### config.mk
export PLATFORM = sky130hd
export DESIGN_NAME = unified_mem_arbiter
export DESIGN_NICKNAME = d
export VERILOG_FILES = /design/src/rtl/unified_mem_arbiter.sv
export SDC_FILE = /design/constraint.sdc
export NUM_CORES = 1
export LEC_CHECK = 0
export ABC_CLOCK_PERIOD_IN_PS = 1500
export BUFFER_PORTS_ARGS = -buffer_cell sky130_fd_sc_hd__clkbuf_2
export CORE_AREA = 8 8 98 100
export DETAILED_ROUTE_END_ITERATION = 8
export DIE_AREA = 0 0 106 108
export SYNTH_ARGS = -nofsm -noshare
export SYNTH_HDL_FRONTEND = slang
export SYNTH_SLANG_ARGS = --single-unit
### constraint.sdc
create_clock -name clk -period 1.5 [get_ports clk]
set_input_delay 0.15 -clock clk [delete_from_list [all_inputs] [get_ports clk]]
set_output_delay 0.15 -clock clk [all_outputs]
set_load 0.01 [all_outputs]
### src/rtl/unified_mem_arbiter.sv
// Arbiter for the single-ported unified instruction/data memory. It issues one op per clk, gives data
// priority, and forces a fetch after a data streak. Define MEM_ARB_PERF_EN to build the wait-cycle counters.
module unified_mem_arbiter #(
  parameter int ADDR_W     = 8,
  parameter int MAX_STREAK = 3
) (
  input  logic              clk,
  input  logic              rst,
  input  logic              if_req,
  input  logic [ADDR_W-1:0] if_addr,
  input  logic              if_flush,
  output logic              if_gnt,
  output logic              if_rvalid,
  output logic [31:0]       if_rdata,
  input  logic              d_req,
  input  logic              d_we,
  input  logic [ADDR_W-1:0] d_addr,
  input  logic [31:0]       d_wdata,
  input  logic [1:0]        d_size,
  input  logic              d_signed,
  output logic              d_gnt,
  output logic              d_rvalid,
  output logic [31:0]       d_rdata,
  output logic [ADDR_W-1:0] mem_addr,
  output logic              mem_rd,
  output logic              mem_wr,
  output logic [31:0]       mem_wdata,
  output logic [1:0]        mem_size,
  output logic              mem_signed,
  input  logic [31:0]       mem_rdata,
  output logic [31:0]       if_wait_cnt,
  output logic [31:0]       d_wait_cnt
);

  localparam int STREAK_W = $clog2(MAX_STREAK + 1);

  typedef enum logic [1:0] {TAG_NONE, TAG_IF, TAG_D} tag_t;

  tag_t                tag_q, tag_d;
  logic [STREAK_W-1:0] streak_q;
  logic                force_if;

  // Data normally wins so the older instruction drains first; fetch gets one forced slot after a full streak.
  assign force_if = if_req && (streak_q == STREAK_W'(MAX_STREAK));
  assign d_gnt    = d_req && !force_if;
  assign if_gnt   = if_req && !d_gnt;

  always_comb begin
    // NOTE: every output gets a default first so no path through the block infers a latch.
    mem_addr   = '0;
    mem_rd     = 1'b0;
    mem_wr     = 1'b0;
    mem_wdata  = '0;
    mem_size   = 2'b00;
    mem_signed = 1'b0;
    if (d_gnt) begin
      mem_addr   = d_addr;
      mem_rd     = !d_we;
      mem_wr     = d_we;
      mem_wdata  = d_wdata;
      mem_size   = d_size;
      mem_signed = d_signed;
    end else if (if_gnt) begin
      mem_addr   = if_addr;
      mem_rd     = 1'b1;
      mem_size   = 2'b10;
    end
  end

  // The tag records who owns the read data that the memory returns next cycle; stores never own a response.
  always_comb begin
    tag_d = TAG_NONE;
    if (if_gnt && !if_flush) begin
      tag_d = TAG_IF;
    end else if (d_gnt && !d_we) begin
      tag_d = TAG_D;
    end
  end

  always_ff @(posedge clk or posedge rst) begin
    // NOTE: state registers use non-blocking assignments so every flop samples pre-edge values.
    if (rst) begin
      tag_q <= TAG_NONE;
    end else begin
      tag_q <= tag_d;
    end
  end

  always_ff @(posedge clk or posedge rst) begin
    if (rst) begin
      streak_q <= '0;
    end else if (if_gnt || !if_req) begin
      streak_q <= '0;
    end else if (d_gnt && (streak_q != STREAK_W'(MAX_STREAK))) begin
      streak_q <= streak_q + 1'b1;
    end
  end

  // A flush in the response cycle still kills a fetch that was issued before the redirect.
  assign if_rvalid = (tag_q == TAG_IF) && !if_flush;
  assign if_rdata  = if_rvalid ? mem_rdata : 32'd0;
  assign d_rvalid  = (tag_q == TAG_D);
  assign d_rdata   = d_rvalid ? mem_rdata : 32'd0;

`ifdef MEM_ARB_PERF_EN
  always_ff @(posedge clk or posedge rst) begin
    if (rst) begin
      if_wait_cnt <= 32'd0;
      d_wait_cnt  <= 32'd0;
    end else begin
      if (if_req && !if_gnt && (if_wait_cnt != 32'hFFFF_FFFF)) begin
        if_wait_cnt <= if_wait_cnt + 32'd1;
      end
      if (d_req && !d_gnt && (d_wait_cnt != 32'hFFFF_FFFF)) begin
        d_wait_cnt <= d_wait_cnt + 32'd1;
      end
    end
  end
`else
  assign if_wait_cnt = 32'd0;
  assign d_wait_cnt  = 32'd0;
`endif

endmodule
==> metrics.md <==
| Metric | Value |
|---|---|
| Routed WL per cell | `15.9 um` |
| Tmin final | `1640 ps` |
| Required @ worst endpoint | `1350 ps` |
| Multi-input logic area | `1180 um2` |
| Top-level I/O count | `266` |
| Nets | `506` |
| DIE AREA | `11400 um2` |
| WL final | `8.26 mm` |
| Final setup viols | `70` |
| Worst skew pair latency | `210 ps` |
| Placer congestion estimate | `0.778` |
| Synth warn | `0` |
| Total gr overflow | `0` |
| RSZ-0062 raised after global routing | `yes` |
| Seq/Total Area, Yosys | `6.76%` |
| Pint | `0.000628 W` |
| CP max stage cell | `dfrtp_1` |
| Leak | `1.81 nW` |
| DP Area | `2380 um2` |
| Post-synthesis cell type count | `21` |
| Gr usage total | `10.9%` |
| ANT cells | `0` |
| Total power | `0.00103 W` |
| Core Area | `8050 um2` |
| Status | `finished, violations left` |
| Sequential power share | `11.4%` |
| Finished Cell Area | `3030 um2` |
| Setup Crit Path Kind | `reg -> out` |
| Cts bufs inserted | `3` |
| Fin worst setup slack | `-144 ps` |
| Vias | `1974` |
| Psw | `0.000404 W` |
| Rows | `33` |
| Antenna violations before repair | `0` |
| Critical Path, Cell by Cell | `ha_4, a21boi_4, buf_6, buf_12, and2_1, buf_2` |
| Syn_area_per_cell | `7.23 um2` |
| Largest net degree at the start of global routing | `34` |
| Final Max Tran Viols | `0` |
| Hold_sp | `if_flush` |
| DR pass1 iterations | `4` |
| Fillcell total | `840` |
| Port-buffer cells | `201` |
| Period utilisation layout | `110%` |
| Register area | `100 um2` |
| Dpl cells | `504` |
| Crit path DAT | `1490 ps` |
| Root Buffer | `clkbuf_8` |
| Layout cells sized above 1 | `65.0%` |
| Initial Util | `18.4%` |
| Worst stage delay on the critical path | `400 ps` |
| Dpl hpwl | `6.50 mm` |
| Syn Inst Count | `205` |
| Min-delay worst type | `in -> reg` |
| Final ANT Viol Nets | `0` |
| Critical Path Sink Type | `primary output` |
| Failing checks | `negative setup slack` |
| CTS tree | `done` |
| Die W | `106 um` |
| Final Hold Viols | `0` |
| Die H | `108 um` |
| Max clock buf depth | `2` |
| H-tree depth | `1` |
| Maxcap violations | `0` |
| Switching Share | `39.2%` |
| Worst-path clk slew | `30 ps` |
| First-pass GRT wire length | `10.4 mm` |
| Clock Skew | `2.96 ps` |
| Reg2reg start | `streak_q[0]$_DFFE_PP0P_` |
| Layout Cells excl Fill | `519` |
| Drt initial violations | `26` |
| Crit. Startpoint | `streak_q[0]$_DFFE_PP0P_` |
| Gate power share | `66.9%` |
| Via density | `3.80` |
| Fmax | `0.608 GHz` |
| Mapped Area | `1480 um2` |
| VDD IR-drop max | `0.000337 V` |
| CP max FO | `17` |
| Clock sink count | `4` |
| Pwr/cell area | `341 nW/um2` |
| Setup_tns | `-7990 ps` |
| Clock Power Share | `21.6%` |
| Area grow syn2layout | `104%` |
| Synth Register Bits | `4` |
| Vias in the first global route | `1947` |
| CP startpoint kind | `flop` |
| Number of remaining DRC errors | `0` |
-- through the flow --
stage / util (%) / setup WS [ps] / hold slack (ps)
after detailed placement: 29.5 / -60.4 / 28.3
after floorplan: - / 138 / -83.9
after global routing: 37.6 / -198 / 174
after global placement: 29.5 / -30.6 / 23.9
final: 37.6 / -144 / 159
after CTS: 30.5 / -118 / 130
-- cells by family after synthesis --
logic type	Yosys count	synth area share, %
AO/OA/AOI/OAI	11	7.43
adder cells (fa/ha/maj)	1	0.844
buffers and inverters	79	38.6
flip-flops	4	6.76
other	1	0.253
AND/OR/NAND/NOR	109	46.1
-- synth_stat cells --
cell type | n | area, um2
nor2_1 | 1 | 3.75
buf_6 | 4 | 45.0
a21boi_4 | 1 | 18.8
clkbuf_1 | 4 | 15.0
nand2b_1 | 1 | 6.26
and3_1 | 1 | 6.26
nor3_1 | 2 | 10.0
inv_1 | 3 | 11.3
o21ai_0 | 1 | 5.00
a32o_1 | 8 | 80.1
nor2b_1 | 1 | 6.26
dfrtp_1 | 4 | 100
buf_2 | 4 | 20.0
nor3b_2 | 1 | 12.5
nand2_1 | 1 | 3.75
ha_1 | 1 | 12.5
o22ai_1 | 1 | 6.26
buf_4 | 64 | 480
and2b_1 | 2 | 15.0
conb_1 | 1 | 3.75
and2_1 | 99 | 619
-- flip-flops by register name, summed over array words and instances (netlist names) --
| register | count |
|---|---|
| tag_q | 2 |
| streak_q | 2 |
-- final timing paths --
check                      slack (ps)  cells after the start                       to
hold reg to reg                   580                      2  streak_q[0]$_DFFE_PP0P_
hold / removal                    160                      2       tag_q[0]$_DFF_PP0_
max in group asynchronous         940                      3       tag_q[1]$_DFF_PP0_
setup reg to reg                  300                      5       tag_q[1]$_DFF_PP0_
min in group asynchronous         400                      3  streak_q[1]$_DFFE_PP0P_
setup / recovery                 -140                      6            mem_wdata[28]
-- power by group through the flow --
| stage | combinational (W) | clock [W] | sequential [W] |
|---|---|---|---|
| floorplan | 0.000406 | 0 | 0.000117 |
| global placement | 0.000553 | 0 | 0.000117 |
| detailed placement | 0.000558 | 0 | 0.000117 |
| CTS | 0.000567 | 0.000226 | 0.000117 |
| global route | 0.000750 | 0.000248 | 0.000119 |
| finish | 0.000691 | 0.000223 | 0.000118 |
-- placed cells by master, fill, tap and decap left out, types with 3 or more instances in the layout --
cell type / netlist / routed
buf_4: 64 / 5
conb_1: 1 / 64
buf_6: 4 / 45
inv_1: 3 / 3
clkbuf_8: 0 / 4
and2_4: 0 / 43
and2_1: 99 / 56
clkbuf_16: 0 / 4
buf_12: 0 / 4
buf_2: 4 / 21
dfrtp_1: 4 / 4
clkbuf_2: 0 / 136
a32o_1: 8 / 7
-- critical path: cells and delay by family (launching register included) --
kind,cells,cell delay [ps]
buffers and inverters,3,370
DFF,1,400
and+or+nand+nor,1,140
adders and majority gates,1,190
AOI/OAI and AO/OA,1,160
-- cell type report --
type,instances,area share [%]
timing repair buffer,219,51.6
multi-input combinational,185,39.0
tap,105,4.34
sequential,4,3.30
clock buffer,3,1.36
inverter,3,0.372
-- per-layer routing --
layer | up-vias | GRT usage (%) | share of wire [%]
li1 | 930 | - | -
met5 | - | 0 | 0
met4 | 0 | 1.21 | 0.097
met2 | 142 | 22.2 | 57
met3 | 2 | 4.94 | 11
met1 | 900 | 9.97 | 31
-- timing repair --
item	CTS	global route
setup buffers	0	4
gates resized for setup	6	160
endpoints found under the hold margin	4	0
hold buffers	1	0
endpoints found under the setup margin	47	76
gates cloned	0	7
pin swaps	1	40
(Power assumes the default switching activity.)
